## src/rtl/pwm_meas.sv

```systemverilog
// pwm_meas: measures period and high time of an asynchronous PWM input in clk cycles.
// Optional glitch filter on the synchronized input is enabled by defining PWM_MEAS_FILTER_EN.
module pwm_meas #(
    parameter int unsigned      CNT_W   = 24,
    parameter logic [CNT_W-1:0] TIMEOUT = 24'd1500_0000
) (
    input  logic             clk,
    input  logic             rstn,
    input  logic             pwm_in,
    output logic [CNT_W-1:0] period,
    output logic [CNT_W-1:0] high_time,
    output logic             meas_valid,
    output logic             timeout
);

    localparam logic [CNT_W-1:0] CNT_ONE = {{(CNT_W-1){1'b0}}, 1'b1};

    typedef enum logic [1:0] {
        ST_IDLE = 2'd0,
        ST_HIGH = 2'd1,
        ST_LOW  = 2'd2
    } state_t;

    logic             sync1_r;
    logic             sync2_r;
    logic             qual_s;
    logic             qual_d_r;
    logic [2:0]       settle_r;
    logic             rise_s;
    logic             fall_s;
    state_t           state_r;
    logic [CNT_W-1:0] cnt_per_r;
    logic [CNT_W-1:0] cnt_hi_r;

    // Two-flop synchronizer for the asynchronous PWM input.
    always_ff @(posedge clk or negedge rstn) begin
        if (!rstn) begin
            sync1_r <= 1'b0;
            sync2_r <= 1'b0;
        end else begin
            sync1_r <= pwm_in;
            sync2_r <= sync1_r;
        end
    end

`ifdef PWM_MEAS_FILTER_EN
    // Cycles after reset release until the qualified input and its delayed copy are meaningful.
    localparam logic [2:0] SETTLE = 3'd7;

    logic       filt_r;
    logic [1:0] stab_cnt_r;

    // Glitch filter: accept a new level only after it has been stable for 4 consecutive cycles.
    always_ff @(posedge clk or negedge rstn) begin
        if (!rstn) begin
            filt_r     <= 1'b0;
            stab_cnt_r <= 2'd0;
        end else if (sync2_r == filt_r) begin
            stab_cnt_r <= 2'd0;
        end else if (stab_cnt_r == 2'd3) begin
            filt_r     <= sync2_r;
            stab_cnt_r <= 2'd0;
        end else begin
            stab_cnt_r <= stab_cnt_r + 2'd1;
        end
    end

    assign qual_s = filt_r;
`else
    localparam logic [2:0] SETTLE = 3'd3;

    assign qual_s = sync2_r;
`endif

    // Delayed copy for edge detection and a settle counter that masks the pipeline fill after reset.
    always_ff @(posedge clk or negedge rstn) begin
        if (!rstn) begin
            qual_d_r <= 1'b0;
            settle_r <= 3'd0;
        end else begin
            qual_d_r <= qual_s;
            if (settle_r != SETTLE) begin
                settle_r <= settle_r + 3'd1;
            end else begin
                settle_r <= settle_r;
            end
        end
    end

    // Edge detection; a level already present at reset release must not look like an edge.
    always_comb begin
        rise_s = 1'b0;
        fall_s = 1'b0;
        if (settle_r == SETTLE) begin
            rise_s = qual_s & ~qual_d_r;
            fall_s = ~qual_s & qual_d_r;
        end else begin
            rise_s = 1'b0;
            fall_s = 1'b0;
        end
    end

    // Measurement FSM with registered results, valid pulse and timeout level.
    always_ff @(posedge clk or negedge rstn) begin
        if (!rstn) begin
            state_r    <= ST_IDLE;
            cnt_per_r  <= '0;
            cnt_hi_r   <= '0;
            period     <= '0;
            high_time  <= '0;
            meas_valid <= 1'b0;
            timeout    <= 1'b0;
        end else begin
            meas_valid <= 1'b0;
            case (state_r)
                ST_IDLE: begin
                    if (rise_s) begin
                        cnt_per_r <= CNT_ONE;
                        cnt_hi_r  <= CNT_ONE;
                        state_r   <= ST_HIGH;
                    end else begin
                        state_r   <= ST_IDLE;
                    end
                end
                ST_HIGH: begin
                    if (cnt_per_r == TIMEOUT) begin
                        timeout <= 1'b1;
                        state_r <= ST_IDLE;
                    end else if (fall_s) begin
                        cnt_per_r <= cnt_per_r + CNT_ONE;
                        state_r   <= ST_LOW;
                    end else begin
                        cnt_per_r <= cnt_per_r + CNT_ONE;
                        cnt_hi_r  <= cnt_hi_r + CNT_ONE;
                    end
                end
                ST_LOW: begin
                    // A rising edge in the same cycle as the limit still completes the measurement.
                    if (rise_s) begin
                        period     <= cnt_per_r;
                        high_time  <= cnt_hi_r;
                        meas_valid <= 1'b1;
                        timeout    <= 1'b0;
                        cnt_per_r  <= CNT_ONE;
                        cnt_hi_r   <= CNT_ONE;
                        state_r    <= ST_HIGH;
                    end else if (cnt_per_r == TIMEOUT) begin
                        timeout <= 1'b1;
                        state_r <= ST_IDLE;
                    end else begin
                        cnt_per_r <= cnt_per_r + CNT_ONE;
                    end
                end
                default: begin
                    state_r <= ST_IDLE;
                end
            endcase
        end
    end

endmodule

```

## config.mk

```make
export PLATFORM = sky130hd
export DESIGN_NAME = pwm_meas
export DESIGN_NICKNAME = d
export VERILOG_FILES = /design/src/rtl/pwm_meas.sv
export SDC_FILE = /design/constraint.sdc
export NUM_CORES = 1
export LEC_CHECK = 0
export BUFFER_PORTS_ARGS = -buffer_cell sky130_fd_sc_hd__buf_2
export CAP_MARGIN = 20
export CORE_MARGIN = 2
export CORE_UTILIZATION = 30
export DETAILED_ROUTE_END_ITERATION = 7
export REMOVE_ABC_BUFFERS = 1
export SLEW_MARGIN = 20
export SYNTH_ARGS = -nofsm -noshare
export SYNTH_HDL_FRONTEND = slang
export SYNTH_SLANG_ARGS = --single-unit
```

## constraint.sdc

```tcl
create_clock -name clk -period 7.32 [get_ports clk]
set_input_delay 1.464 -clock clk [delete_from_list [all_inputs] [get_ports clk]]
set_output_delay 1.464 -clock clk [all_outputs]
set_load 0.05 [all_outputs]
```

==> impl_metrics.ini <==
[run_status]
outcome = complete, no violations

[finish]
final_cells = 740
area_growth_pct = 14.4
final_layout_size_suffix_gt1_share_pct = 23.8
nets = 527
post-route-cell-area_mm2 = 0.00586
diodes = 0

[grt]
grt_pass1_vias = 3716
grt_first_pass_wirelength_um = 18900
grt_remaining_overflow = 0
grt_usage_pct = 12.9
antenna_found_initial = 0
grt_max_degree = 70

[sta]
fin_ws_ps = 4610
final_min_period_over_clock_period_pct = 37.0
fmax_mhz = 369
slew_headroom_pct = 27.9
rsz0062_at_grt = false
worst_pin_slew_ps = 1070
min_period_ps = 2710
maxSlewViolCount = 0
tns_ps = 0
hold_viol = 0
clock_skew_ps = 10.6
finalSetupViolCount = 0

[power]
ir_drop_uv = 107
power_w = 0.00129
powerDensity_mw_per_mm2 = 220
leakage_nw = 2.65

[cts]
root_buffer = clkbuf_16
cts_resized = 0
clock_latency_ps = 350
hold_buffers = 0
cts.sinks = 106
cts_made_buffers = 9
clockBufferDepth = 2
postCtsSetupBuffers = 0
cts_tree = built
cts.clk_slew.worst_paths_ps = 70
cts_max_level = 3

[critical_path]
cp.depth = 8
cp.arrival_ps = 2970
cp_slowest_cell = or4_1
cp-end-kind = register
r2r_cells = 8
max_stage_delay_ps = 530
critPathMaxFanout = 40
cp_top_family = simple AND/OR/NAND/NOR gates
path_class = reg2reg
crit_required_ps = 7580
worst-path-buf-inv = 2
cp-start-kind = register
crit_path_cell_trace = inv_1 > ha_1 > nor2_1 > mux2i_4 > o221ai_2 > buf_4 > or4_1 > a21oi_1

[logic_synthesis]
synth.ff_latch_count = 106
syn_area_mm2 = 0.00513
yosys_warnings = 0
synthCells = 474
synthDistinctLibCells = 53
ys_seq_area_share_pct = 51.7
syn_avg_cell_area_um2 = 10.8
synthArstFlopShare_pct = 100
synth_ff_type = dfrtp_1
yosys.area_share.simple_pct = 17.0
synth-edff-count = 0
synth_xor_area_share_pct = 1.20
synth_compound_area_share_pct = 12.9
synth_fa_ha_area_share_pct = 2.20
synth_top_family_by_area = simple AND/OR/NAND/NOR gates
muxShareOfSynthArea_pct = 11.3

[place]
port_buffers = 52
hpwlAfterDp_um = 7900
place.gp.congestion = 0.818
placed_area_mm2 = 0.00557
dp_cells = 724
dp_slack_ps = 4520

[die]
die_area_mm2 = 0.0181
ios = 53
die_y_um = 135
initial_core_util_pct = 30.8
core.rowCount = 47
fp.coreArea_mm2 = 0.0166
die_w_um = 135

[drt]
drtIter0Drc = 187
via_count = 3881
vias_per_cell = 5.24
drc = 0
dr.pass1.iters = 4
antenna_left = 0
wl_um = 11500
wl_per_cell_um = 15.5

[job]
drv_cap = 0

[min_path]
hold_path_depth = 0
min-delay-path-class = reg2reg
-- final timing paths --
kind                                         from                        to  slack, ps
min                             sync1_r$_DFF_PN0_          qual_s$_DFF_PN0_        360
max in group asynchronous                    rstn  cnt_hi_r[19]$_DFFE_PN0P_       4990
max                        state_r[0]$_DFFE_PN0P_  cnt_hi_r[13]$_DFFE_PN0P_       4610
min reg2reg                     sync1_r$_DFF_PN0_          qual_s$_DFF_PN0_        360
min in group asynchronous                    rstn     period[7]$_DFFE_PN0P_       1070
max reg2reg                state_r[0]$_DFFE_PN0P_  cnt_hi_r[13]$_DFFE_PN0P_       4610
-- worst reg2reg max path: cells and delay by family, from the launching register on --
kind	cells	cell delay (ps)
AO/OA/AOI/OAI	2	290
adder cells (fa/ha/maj)	1	320
buffers and inverters	2	350
flip-flops	1	380
multiplexers	1	390
AND/OR/NAND/NOR	2	920
-- registers in the layout, summed over array words and instances, names as in the netlist --
register / count
cnt_hi_r: 24
cnt_per_r: 24
high_time: 24
meas_valid: 1
period: 24
qual_d_r: 1
qual_s: 1
settle_r: 3
state_r: 2
sync1_r: 1
timeout: 1
-- stage by stage --
stage / utilization, % / hold slack (ps)
2_1_floorplan: - / 331
3_3_place_gp: 33.4 / 336
3_5_place_dp: 33.4 / 341
4_1_cts: 35.2 / 358
5_1_grt: 35.2 / 371
6_report: 35.2 / 359
-- layout make-up --
cell class / instances / area, µm²
clock inverter: 6 / 66.3
multi-input combinational: 328 / 2290
tap: 220 / 275
sequential: 106 / 2650
inverter: 14 / 52.6
fill: 1629 / 10800
timing repair buffer: 56 / 293
clock buffer: 10 / 229
-- per-layer routing --
| metal | vias up | GRT usage (%) | share of wire (%) |
|---|---|---|---|
| met1 | 1940 | 17.5 | 48 |
| li1 | 1853 | - | - |
| met5 | - | 0 | 0 |
| met4 | 0 | 5.20 | 1.9 |
| met2 | 74 | 20.3 | 47 |
| met3 | 14 | 2.48 | 3.6 |
-- kinds of logic (layout without fill, tap and decap cells) --
logic type                 after synthesis  in the layout
muxes                                   51             51
AOI/OAI and AO/OA                      104            104
xor gates and xnor gates                 7              7
adders and majority gates                9              9
buffers and inverters                   40             86
DFF                                    106            106
and+or+nand+nor                        157            157
-- cells in the final DEF, fill, tap and decap left out, types with 3 or more instances in the layout --
cell        count
clkinvlp_4      3
ha_1            9
or3_1           7
clkbuf_16       9
a2111o_1        4
o21ai_1         5
mux2i_1         6
nand3_1        21
and3_1          5
a21oi_1        37
o31ai_1        19
nor2_1         21
nand4_1        20
buf_2          51
mux2_2         43
dfrtp_1       106
xor2_1          5
o21ai_0        22
buf_4           5
o41ai_1         6
inv_1          14
or4_1          19
nor3_1          4
nand2_1        34
nor4_1          8
-- power breakdown --
group / internal (W) / total, W / switching, W
clock network: 0.000266 / 0.000482 / 0.000216
logic: 0.0000476 / 0.000176 / 0.000128
registers: 0.000606 / 0.000631 / 0.0000246
total: 0.000920 / 0.00129 / 0.000369
-- synthesized netlist by cell type, types with 2 or more instances --
| cell type | count | area (µm²) |
|---|---|---|
| dfrtp_1 | 106 | 2650 |
| mux2_2 | 43 | 484 |
| a21oi_1 | 37 | 185 |
| nand2_1 | 35 | 131 |
| o21ai_0 | 22 | 110 |
| nand3_1 | 21 | 105 |
| nor2_1 | 21 | 78.8 |
| nand4_1 | 20 | 125 |
| o31ai_1 | 19 | 143 |
| or4_1 | 19 | 143 |
| buf_2 | 14 | 70.1 |
| inv_1 | 14 | 52.6 |
| clkbuf_1 | 10 | 37.5 |
| ha_1 | 9 | 113 |
| nor4_1 | 8 | 50.1 |
| or3_1 | 7 | 43.8 |
| mux2i_1 | 6 | 60.1 |
| o41ai_1 | 6 | 52.6 |
| and3_1 | 5 | 31.3 |
| o21ai_1 | 5 | 25.0 |
| xor2_1 | 5 | 43.8 |
| a2111o_1 | 4 | 45.0 |
| nor3_1 | 4 | 20.0 |
| and4_1 | 2 | 17.5 |
| and4b_1 | 2 | 20.0 |
| buf_6 | 2 | 22.5 |
| xnor2_1 | 2 | 17.5 |
Note: power is estimated with default switching activity, not from simulation.
